<file path="config.mk">
export PLATFORM = sky130hd
export DESIGN_NAME = mcalu_rs
export DESIGN_NICKNAME = d
export VERILOG_FILES = /design/src/rtl/mcalu_rs_pkg.sv /design/src/rtl/mcalu_rs_wakeup.sv /design/src/rtl/mcalu_rs.sv
export SDC_FILE = /design/constraint.sdc
export NUM_CORES = 1
export LEC_CHECK = 0
export BUFFER_PORTS_ARGS = -buffer_cell sky130_fd_sc_hd__buf_2
export CORE_ASPECT_RATIO = 1.75
export CORE_UTILIZATION = 45
export DETAILED_ROUTE_END_ITERATION = 7
export RECOVER_POWER = 50
export SLEW_MARGIN = 20
export SYNTH_ARGS = -nofsm -noshare
export SYNTH_HDL_FRONTEND = slang
export SYNTH_SLANG_ARGS = --single-unit
</file>
<file path="constraint.sdc">
create_clock -name clk -period 5.9 [get_ports clk]
set_input_delay 0.59 -clock clk [delete_from_list [all_inputs] [get_ports clk]]
set_output_delay 0.59 -clock clk [all_outputs]
set_load 0.02 [all_outputs]
</file>
<file path="src/rtl/mcalu_rs_pkg.sv">
// Shared definitions for the mcalu reservation station: tag width default,
// opcode encodings and the entry record layout.
package mcalu_rs_pkg;

    localparam int TAGW_DEF = 7;

    // bit4 marks multi-cycle ops, bit2 (with bit4) marks div/rem
    localparam logic [4:0] OP_ADD  = 5'b00000;
    localparam logic [4:0] OP_SUB  = 5'b00001;
    localparam logic [4:0] OP_AND  = 5'b00010;
    localparam logic [4:0] OP_OR   = 5'b00011;
    localparam logic [4:0] OP_XOR  = 5'b01000;
    localparam logic [4:0] OP_SLT  = 5'b01001;
    localparam logic [4:0] OP_MUL  = 5'b10000;
    localparam logic [4:0] OP_MULH = 5'b10001;
    localparam logic [4:0] OP_DIV  = 5'b10100;
    localparam logic [4:0] OP_DIVU = 5'b10101;
    localparam logic [4:0] OP_REM  = 5'b10110;
    localparam logic [4:0] OP_REMU = 5'b10111;

    typedef struct packed {
        logic                valid;
        logic [4:0]          op;
        logic [TAGW_DEF-1:0] robid;
        logic [5:0]          rd;
        logic                op1_rdy;
        logic [TAGW_DEF-1:0] op1_tag;
        logic [31:0]         op1_val;
        logic                op2_rdy;
        logic [TAGW_DEF-1:0] op2_tag;
        logic [31:0]         op2_val;
    } rs_entry_t;

    function automatic logic op_is_multi(input logic [4:0] op);
        return op[4];
    endfunction

    function automatic logic op_is_divrem(input logic [4:0] op);
        return op[4] & op[2];
    endfunction

endpackage

</file>
<file path="src/rtl/mcalu_rs_wakeup.sv">
// One source operand of one RS slot: selects new contents (dispatch or shift)
// and captures a matching result broadcast on the way into the register.
module rs_entry_wakeup
    import mcalu_rs_pkg::*;
#(
    parameter int TAGW = TAGW_DEF
) (
    input  logic            clk,
    input  logic            load,
    input  logic            src_rdy,
    input  logic [TAGW-1:0] src_tag,
    input  logic [31:0]     src_val,
    input  logic            wb_valid,
    input  logic [TAGW-1:0] wb_robid,
    input  logic [31:0]     wb_result,
    output logic            rdy,
    output logic [TAGW-1:0] tag,
    output logic [31:0]     val
);

    logic            n_rdy;
    logic [TAGW-1:0] n_tag;
    logic [31:0]     n_val;
    logic            hit;

    // the same compare serves held, shifting and freshly dispatched operands
    always_comb begin
        n_rdy = load ? src_rdy : rdy;
        n_tag = load ? src_tag : tag;
        n_val = load ? src_val : val;
        hit   = ~n_rdy & wb_valid & (n_tag == wb_robid);
    end

    always_ff @(posedge clk) begin
        rdy <= n_rdy | hit;
        tag <= n_tag;
        val <= hit ? wb_result : n_val;
    end

endmodule

</file>
<file path="src/rtl/mcalu_rs.sv">
// Age-ordered collapsing reservation station feeding the mcalu pipe.
// Slot 0 is oldest; issue picks the oldest ready slot and shifts younger ones down.
module mcalu_rs
    import mcalu_rs_pkg::*;
#(
    parameter int DEPTH = 4,
    parameter int TAGW  = TAGW_DEF
) (
    input  logic            clk,
    input  logic            rst_n,
    input  logic            disp_valid,
    input  logic [4:0]      disp_op,
    input  logic [TAGW-1:0] disp_robid,
    input  logic [5:0]      disp_rd,
    input  logic            disp_op1_rdy,
    input  logic [TAGW-1:0] disp_op1_tag,
    input  logic [31:0]     disp_op1_val,
    input  logic            disp_op2_rdy,
    input  logic [TAGW-1:0] disp_op2_tag,
    input  logic [31:0]     disp_op2_val,
    output logic            rs_full,
    input  logic            wb_valid,
    input  logic [TAGW-1:0] wb_robid,
    input  logic [31:0]     wb_result,
    output logic            exers_mcalu_issue,
    output logic [4:0]      exers_mcalu_op,
    output logic [TAGW-1:0] exers_robid,
    output logic [5:0]      exers_rd,
    output logic [31:0]     exers_op1,
    output logic [31:0]     exers_op2,
    input  logic            mcalu_stall,
    input  logic            rob_flush
);

    localparam int IW = $clog2(DEPTH);
    localparam int CW = $clog2(DEPTH + 1);

    logic [DEPTH-1:0]           valid_q;
    logic [DEPTH-1:0][4:0]      op_q;
    logic [DEPTH-1:0][TAGW-1:0] robid_q;
    logic [DEPTH-1:0][5:0]      rd_q;
    logic [DEPTH-1:0]           r1, r2;
    logic [DEPTH-1:0][TAGW-1:0] t1, t2;
    logic [DEPTH-1:0][31:0]     v1, v2;

    logic [CW-1:0]    count_q, count_col;
    logic [DEPTH-1:0] ready, shift, load;
    logic [IW-1:0]    sel;
    logic             any_rdy, issue, disp_acc;

    assign ready = valid_q & r1 & r2;

    always_comb begin
        sel     = '0;
        any_rdy = |ready;
        for (int i = DEPTH - 1; i >= 0; i--)
            if (ready[i]) sel = IW'(i);
    end

    assign issue     = any_rdy & ~mcalu_stall & ~rob_flush;
    assign rs_full   = (count_q == CW'(DEPTH));
    assign disp_acc  = disp_valid & ~rs_full & ~rob_flush;
    // dispatch lands behind the survivors of this cycle's collapse
    assign count_col = count_q - CW'(issue);

    always_ff @(posedge clk or negedge rst_n) begin
        if (!rst_n)         count_q <= '0;
        else if (rob_flush) count_q <= '0;
        else                count_q <= count_col + CW'(disp_acc);
    end

    for (genvar i = 0; i < DEPTH; i++) begin : g_slot
        localparam int UP = (i < DEPTH - 1) ? i + 1 : i;

        assign shift[i] = issue && (i >= int'(sel));
        assign load[i]  = disp_acc && (int'(count_col) == i);

        always_ff @(posedge clk or negedge rst_n) begin
            if (!rst_n)         valid_q[i] <= 1'b0;
            else if (rob_flush) valid_q[i] <= 1'b0;
            else if (load[i])   valid_q[i] <= 1'b1;
            else if (shift[i])  valid_q[i] <= (i < DEPTH - 1) ? valid_q[UP] : 1'b0;
        end

        always_ff @(posedge clk) begin
            if (load[i]) begin
                op_q[i]    <= disp_op;
                robid_q[i] <= disp_robid;
                rd_q[i]    <= disp_rd;
            end else if (shift[i]) begin
                op_q[i]    <= op_q[UP];
                robid_q[i] <= robid_q[UP];
                rd_q[i]    <= rd_q[UP];
            end
        end

        rs_entry_wakeup #(.TAGW(TAGW)) u_op1 (
            .clk      (clk),
            .load     (load[i] | shift[i]),
            .src_rdy  (load[i] ? disp_op1_rdy : r1[UP]),
            .src_tag  (load[i] ? disp_op1_tag : t1[UP]),
            .src_val  (load[i] ? disp_op1_val : v1[UP]),
            .wb_valid (wb_valid),
            .wb_robid (wb_robid),
            .wb_result(wb_result),
            .rdy      (r1[i]),
            .tag      (t1[i]),
            .val      (v1[i])
        );

        rs_entry_wakeup #(.TAGW(TAGW)) u_op2 (
            .clk      (clk),
            .load     (load[i] | shift[i]),
            .src_rdy  (load[i] ? disp_op2_rdy : r2[UP]),
            .src_tag  (load[i] ? disp_op2_tag : t2[UP]),
            .src_val  (load[i] ? disp_op2_val : v2[UP]),
            .wb_valid (wb_valid),
            .wb_robid (wb_robid),
            .wb_result(wb_result),
            .rdy      (r2[i]),
            .tag      (t2[i]),
            .val      (v2[i])
        );
    end

    assign exers_mcalu_issue = issue;
    assign exers_mcalu_op    = op_q[sel];
    assign exers_robid       = robid_q[sel];
    assign exers_rd          = rd_q[sel];
    assign exers_op1         = v1[sel];
    assign exers_op2         = v2[sel];

endmodule

</file>
==> results of run 1 <==
repair_timing:
item,CTS,global route
gates resized for setup,0,0
endpoints found under the hold margin,7,0
hold buffers,1,0
cell families after synthesis:
logic type | share of synthesized area
simple gates | 0.201
flops | 0.489
compound gates | 0.108
mux | 0.152
buf+inv | 0.0375
xor+xnor | 0.0114
fa+ha+maj | 0.00162
layout make-up:
cell class                 instances  area (µm²)
inverter                          14        52.6
clock inverter                    18         116
multi-input combinational       1821       11000
antenna                            5        12.5
fill                            4727       24600
sequential                       399       11300
clock buffer                      57        1130
tap                              666         833
timing repair buffer             291        1550
state kept, by name, summed over array words and instances, names as in the netlist:
name              count
g_slot.u_op1.val    128
g_slot.u_op2.val    128
g_slot.u_op1.tag     28
g_slot.u_op2.tag     28
robid_q              28
rd_q                 24
op_q                 20
g_slot.u_op1.rdy      4
g_slot.u_op2.rdy      4
valid_q               4
count_q               3
power by group through the flow:
| stage | clock network [µW] | registers (µW) | logic [µW] |
|---|---|---|---|
| after floorplan | 0 | 3440 | 782 |
| after global placement | 0 | 3500 | 1190 |
| after detailed placement | 0 | 3500 | 1210 |
| after CTS | 2570 | 3440 | 1220 |
| after global routing | 2660 | 3470 | 1310 |
| final | 2540 | 3450 | 1210 |
synth_stat cells (18+ instances only):
master and n:
mux2_2 208, a211oi_1 100, mux2_4 63, dfxtp_1 64, edfxtp_1 328, clkbuf_1 125, a31oi_1 114, mux2i_1 23
buf_1 24, nor2_1 39, nand2_1 955, xnor2_1 29, a211o_1 18, o211ai_1 18, buf_2 24, and2_1 83
o21ai_0 35
how the worst min path moves through the flow:
stage                        startpoint               endpoint  slack (ns)  cells past startpoint
after detailed placement          rst_n   count_q[2]$_DFF_PN0_        0.43                      1
final                        disp_rd[0]     rd_q[18]$_DFFE_PN_        0.32                      1
after global routing      disp_robid[3]  robid_q[24]$_DFFE_PN_        0.32                      1
after CTS                 disp_robid[5]  robid_q[26]$_DFFE_PN_        0.23                      1
after global placement            rst_n   count_q[2]$_DFF_PN0_        0.43                      1
after floorplan                   rst_n   count_q[0]$_DFF_PN0_        0.29                      0
through the flow:
step                setup WS, ns   util  instance area, µm²  hold slack (ns)  cells
floorplan                  0.553      -               23100            0.294   2421
global placement           0.471  0.493               25000            0.434   3190
detailed placement         0.344  0.493               25000            0.433   3190
CTS                        0.486  0.518               26200            0.233   3266
global route               0.120  0.514               26000            0.319   3270
finish                     0.287  0.514               26000            0.319   3271
layer usage:
| metal | vias up | global-route usage | wire [µm] |
|---|---|---|---|
| met2 | 838 | 0.533 | 40000 |
| met1 | 9306 | 0.344 | 29100 |
| met5 | - | 0 | 77 |
| met4 | 12 | 0.161 | 4120 |
| met3 | 243 | 0.0455 | 5350 |
| li1 | 8840 | - | - |
==> run summary, run 1 <==
area share of the largest cell type after synthesis - 0.426
number of nets in the final layout - 2714
worst clock skew - 0.0236 ns
cell accounting for the most synthesized area - edfxtp_1
clock transition time at the flip-flop clock pins of the worst setup and hold paths - 0.06 ns
launch point of the critical path - valid_q[2]$_DFFE_PN0P_
switching part of the total - 0.287
Boundary Pins - 227
endpoint kind of the worst setup timing path - flip-flop
register bit count reported by yosys - 399
max-slew headroom at the worst pin - -0.463
number of different library cells in the post-synthesis netlist - 63
path category of the worst min-delay check - input port to flip-flop
worst r2r path cells - 13
detailed-route vias per instance - 5.88
most instantiated flip-flop cell in the synthesis netlist - edfxtp_1
final number of setup-violating endpoints - 0
capture point of the worst path - g_slot[1].u_op1.val[10]$_DFFE_PP_
cell type of the slowest stage on the worst timing path - or4_2
# DRC - 0
total overflow reported by the global router - 0
cells after synthesis - 2421
count of final max-slew check failures - 167
placed wire-length estimate - 50200 µm
Internal - 5130 µW
launch instance of the worst register-to-register path - valid_q[2]$_DFFE_PN0P_
final period demand of the worst path - 5.61 ns
number of sinks on the clock net - 399
fraction of power consumed by sequential logic - 0.479
Yosys warnings - 0
height of the chip - 302 µm
count of input and output buffers - 226
highest attainable clock frequency - 0.178 GHz
number of buffer and inverter instances along the worst setup path - 2
number of levels the H-tree was split into - 2
initial standard-cell utilization of the core - 0.457
Synth area leaders - edfxtp_1 43%, nand2_1 15%, mux2_2 10%
average footprint of a synthesized cell - 9.56 µm²
Max clock buf depth - 3
proportion of layout cells with a drive suffix above 1 - 0.200
slew at the pin with the worst max-slew slack - 2.19 ns
Die ar. - 52400 µm²
largest net degree at the start of global routing - 113
Routed Wire Length - 78600 µm
critical path class - flip-flop to flip-flop
CTS tree - yes
Inserted Clock Buffers - 41
Post-Synthesis Net Count - 2567
number of buffers inserted to repair setup after CTS - 0
data required time of the critical path - 6.21 ns
Power Total - 7200 µW
part of the power in combinational logic - 0.168
unrepaired setup endpoints after global routing - no
worst ir drop on vdd - 215 µV
initial antenna violation count - 13
Reg2Reg Setup Slack - 0.29 ns
proportion of power drawn by the clock network - 0.353
global placer's final weighted congestion - 0.972
commonest non-fill, non-tap cell in the layout - nand2_1
pwr/cell area - 277 nW/µm²
MaxCap Viol Count - 4
critical path peak fanout - 17
number of synthesized flops with an enable pin - 328
root buffer selected by CTS - clkbuf_16
end of the worst register-to-register path - g_slot[1].u_op1.val[10]$_DFFE_PP_
Worst path top cell family by delay - simple AND/OR/NAND/NOR gates
floorplan core area - 50600 µm²
Horiz. Die Dim - 173 µm
final critical-path share of the clock period - 0.951
via count of the first global-routing pass - 19.3k
accumulated negative setup slack - 0 ns
clock latency on the worst-skew pair - 0.56 ns
cell leakage power - 0.0105 µW
stages on the worst setup path - 13
detailed-route via count - 19.2k
first-pass GRT wire length - 118000 µm
Layout Area Growth over Synthesis - 12.4%
Worst Path Arrival - 5.93 ns
average wire per standard cell - 24.0 µm
DRT antenna net count - 0
Setup crit start kind - flip-flop
NetSw - 2060 µW
async set-or-reset flop fraction in the synthesized netlist - 0.0175
critical-path cell list - nand3_1, and2_0, a31oi_1, ha_1, ha_1, or2_1, buf_4, a21bo_1, mux2i_1, nand4_1, or4_2, buf_4, mux2_2
row cnt - 109
post-synth design cell area - 23100 µm²
delay of the slowest cell on the worst path - 0.91 ns
final number of hold-violating endpoints - 0
initial drt markers - 1788
commonest non-fill, non-tap cells in the layout - 952 x nand2_1, 328 x edfxtp_1, 201 x mux2_2
result of the run - finished with violations
first-pass iteration count of the detailed router - 6
overall routing resource usage - 0.299
failing checks - max-capacitance violations, max-slew violations
share of synthesized area occupied by flip-flops and latches - 0.489
Note: power is estimated with default switching activity, not from simulation.
==> run 2: changes to the inputs <==
SYNTH_HIERARCHICAL = 1   (was default)
==> run summary, run 2 <==
clock transition time at the flip-flop clock pins of the worst setup and hold paths - 0.06 ns (about the same)
share of synthesized area occupied by flip-flops and latches - 0.452 (was 0.489)
overall routing resource usage - 0.234 (was 0.299)
final period demand of the worst path - 5.52 ns (was 5.61 ns)
Worst Path Arrival - 5.83 ns (was 5.93 ns)
Layout Area Growth over Synthesis - 10.1% (was 12.4%)
post-cts repair resize count - 0 (unchanged)
clock latency on the worst-skew pair - 0.58 ns (was 0.56 ns)
number of different library cells in the post-synthesis netlist - 40 (was 63)
cells after synthesis - 1567 (was 2421)
cell accounting for the most synthesized area - edfxtp_1 (unchanged)
final number of setup-violating endpoints - 0 (unchanged)
global placer's final weighted congestion - 0.790 (was 0.972)
height of the chip - 314 µm (was 302 µm)
async set-or-reset flop fraction in the synthesized netlist - 0.0175 (unchanged)
critical path peak fanout - 19 (was 17)
via count of the first global-routing pass - 15.6k (was 19.3k)
first-pass GRT wire length - 100000 µm (was 118000 µm)
number of sinks on the clock net - 399 (unchanged)
worst r2r path cells - 15 (was 13)
initial standard-cell utilization of the core - 0.454 (was 0.457)
Worst Hold Path Cells - 1 (unchanged)
final number of hold-violating endpoints - 0 (unchanged)
placed wire-length estimate - 41900 µm (was 50200 µm)
worst-case hold path end point - robid_q[27]$_DFFE_PN_ (was rd_q[18]$_DFFE_PN_)
Die ar. - 56600 µm² (was 52400 µm²)
MaxCap Viol Count - 1 (was 4)
Boundary Pins - 227 (unchanged)
floorplan core area - 55100 µm² (was 50600 µm²)
Inserted Clock Buffers - 42 (was 41)
root buffer selected by CTS - clkbuf_16 (unchanged)
Reg2Reg Setup Slack - 0.38 ns (was 0.29 ns)
accumulated negative setup slack - 0 ns (unchanged)
number of nets in the final layout - 1926 (was 2714)
Compound-Gate Fraction of Synth Area - 0.00445 (was 0.108)
xor/xnor cell area share of the yosys netlist - 0.0207 (was 0.0114)
most utilized layer in the global route result - met2 (unchanged)
launch point of the critical path - valid_q[1]$_DFFE_PN0P_ (was valid_q[2]$_DFFE_PN0P_)
slew at the pin with the worst max-slew slack - 2.45 ns (was 2.19 ns)
cell leakage power - 0.0112 µW (was 0.0105 µW)
data required time of the critical path - 6.21 ns (about the same)
hold_ws - 0.277 ns (was 0.319 ns)
result of the run - finished with violations (unchanged)
area share of the largest cell type after synthesis - 0.394 (was 0.426)
end of the worst register-to-register path - g_slot[0].u_op1/val[9]$_DFFE_PP_ (was g_slot[1].u_op1.val[10]$_DFFE_PP_)
Adder-Cell Fraction of Synth Area - 0.00150 (was 0.00162)
detailed-route via count - 14.3k (was 19.2k)
Max clock buf depth - 3 (unchanged)
total overflow reported by the global router - 0 (unchanged)
count of final max-slew check failures - 16 (was 167)
final worst slack - 0.376 ns (was 0.287 ns)
leading post-synthesis cells by instance count - 351 x mux2_4, 334 x mux2_2, 328 x edfxtp_1 (was 955 x nand2_1, 328 x edfxtp_1, 208 x mux2_2)
Post-Synthesis Net Count - 1713 (was 2567)
Setup crit start kind - flip-flop (unchanged)
DRT antenna net count - 0 (unchanged)
average footprint of a synthesized cell - 16.0 µm² (was 9.56 µm²)
register bit count reported by yosys - 399 (unchanged)
detailed-route vias per instance - 5.67 (was 5.88)
number of synthesized flops with an enable pin - 328 (unchanged)
max-slew headroom at the worst pin - -0.642 (was -0.463)
commonest non-fill, non-tap cells in the layout - 329 x mux2_4, 328 x edfxtp_1, 286 x mux2_2 (was 952 x nand2_1, 328 x edfxtp_1, 201 x mux2_2)
Routed Wire Length - 65600 µm (was 78600 µm)
largest net degree at the start of global routing - 133 (was 113)
critical path class - flip-flop to flip-flop (unchanged)
row cnt - 114 (was 109)
most instantiated flip-flop cell in the synthesis netlist - edfxtp_1 (unchanged)
highest attainable clock frequency - 0.181 GHz (was 0.178 GHz)
path category of the worst min-delay check - input port to flip-flop (unchanged)
CTS tree - yes (unchanged)
final critical-path share of the clock period - 0.936 (was 0.951)
commonest non-fill, non-tap cell in the layout - mux2_4 (was nand2_1)
launch instance of the worst register-to-register path - valid_q[1]$_DFFE_PN0P_ (was valid_q[2]$_DFFE_PN0P_)
number of buffers inserted to repair setup after CTS - 0 (unchanged)
met2 Usage GRT - 0.425 (was 0.533)
post-synth design cell area - 25000 µm² (was 23100 µm²)
failing checks - max-capacitance violations, max-slew violations (unchanged)
hold path startpoint - disp_robid[6] (was disp_rd[0])
proportion of layout cells with a drive suffix above 1 - 0.489 (was 0.200)
unrepaired setup endpoints after global routing - no (unchanged)
number of levels the H-tree was split into - 2 (unchanged)
registers with the most flip-flops - g_slot.u_op1/val: 128 flops, g_slot.u_op2/val: 128 flops (was g_slot.u_op1.val: 128 flops, g_slot.u_op2.val: 128 flops)
# DRC - 0 (unchanged)
Horiz. Die Dim - 180 µm (was 173 µm)
average wire per standard cell - 26.1 µm (was 24.0 µm)
worst clock skew - 0.0279 ns (was 0.0236 ns)
grt met3 use - 0.0412 (was 0.0455)
count of input and output buffers - 226 (unchanged)
dpl ws - 0.270 ns (was 0.344 ns)
fraction of synthesized area in multiplexers - 0.459 (was 0.152)
largest family of logic cells by synthesized area - multiplexers (was simple AND/OR/NAND/NOR gates)
initial antenna violation count - 15 (was 13)
pwr/cell area - 249 nW/µm² (was 277 nW/µm²)
endpoint kind of the worst setup timing path - flip-flop (unchanged)
cell with the most instances after synthesis - mux2_4 (was nand2_1)
worst ir drop on vdd - 281 µV (was 215 µV)
initial drt markers - 696 (was 1788)
Yosys warnings - 6 (was 0)
first-pass iteration count of the detailed router - 5 (was 6)
Post-Synth Simple-Gate Area - 0.0158 (was 0.201)
met1 Resource Use GR - 0.279 (was 0.344)
Synth area leaders - edfxtp_1 39%, mux2_4 21%, mux2_2 15% (was edfxtp_1 43%, nand2_1 15%, mux2_2 10%)
-- run 2: cells by family (layout without fill, tap and decap cells) --
| logic type | count (synthesis) | after routing |
|---|---|---|
| AOI/OAI and AO/OA | 17 | 17 |
| muxes | 908 | 908 |
| buffers and inverters | 113 | 359 |
| other | 0 | 5 |
| and+or+nand+nor | 68 | 68 |
| DFF | 399 | 399 |
| xor gates and xnor gates | 59 | 59 |
| adders and majority gates | 3 | 3 |
-- run 2: final cells by class --
type,count,area (µm²)
Clock inverter,25,206
Tap cell,696,871
Inverter,4,15.0
Timing Repair Buffer,278,1490
Clock buffer,52,1110
Antenna cell,5,12.5
Sequential cell,399,11300
Fill cell,4873,27500
Multi-Input combinational cell,1055,12500
-- run 2: metrics by stage --
step / instances / power [µW] / cell area, µm² / util
after global placement: 2431 / 4290 / 26500 / 0.481
after CTS: 2509 / 6970 / 27800 / 0.505
after global routing: 2514 / 7090 / 27500 / 0.500
after detailed placement: 2431 / 4310 / 26500 / 0.481
final: 2514 / 6840 / 27500 / 0.500
after floorplan: 1567 / 3960 / 25000 / -
-- run 2: report_power, final --
group | leakage (µW) | switching [µW] | internal [µW]
logic | 0.00696 | 491 | 430
registers | 0.00360 | 75.3 | 3210
clock network | 0.000634 | 1170 | 1470
-- run 2: layer usage --
metal,vias up,wire (µm),part of all wire
met5,-,149,0.0023
met4,20,1520,0.023
met3,100,3000,0.046
met2,342,34400,0.52
met1,7318,26600,0.41
li1,6478,-,-
-- run 2: worst max path at each step --
| stage | to | slack [ns] | depth (start not counted) |
|---|---|---|---|
| after floorplan | g_slot[2].u_op1/val[0]$_DFFE_PP_ | 0.07 | 18 |
| after global placement | g_slot[3].u_op2/val[15]$_DFFE_PP_ | 0.35 | 17 |
| after detailed placement | g_slot[3].u_op2/val[15]$_DFFE_PP_ | 0.27 | 17 |
| after CTS | g_slot[3].u_op1/val[7]$_DFFE_PP_ | 0.30 | 16 |
| after global routing | g_slot[3].u_op2/val[17]$_DFFE_PP_ | 0.05 | 17 |
| final | g_slot[0].u_op1/val[9]$_DFFE_PP_ | 0.38 | 15 |
-- run 2: worst max-delay path: stages, from the launching register on --
cell and delay, ns:
dfrtp_1 0.40, and3_1 0.23, nor2_1 0.34, a31oi_1 0.21
ha_1 0.25, ha_1 0.21, nor2_1 0.16, o21ba_1 0.23
nand3_2 0.37, o21ai_4 0.41, mux2_1 0.41, xnor2_1 0.16
nand4_1 0.11, or4_2 0.83, clkbuf_2 0.48, mux2_4 0.42
-- run 2: repair_timing --
item,in CTS,in global routing
hold buffers,1,0
endpoints found under the hold margin,7,0
endpoints found under the setup margin,0,0
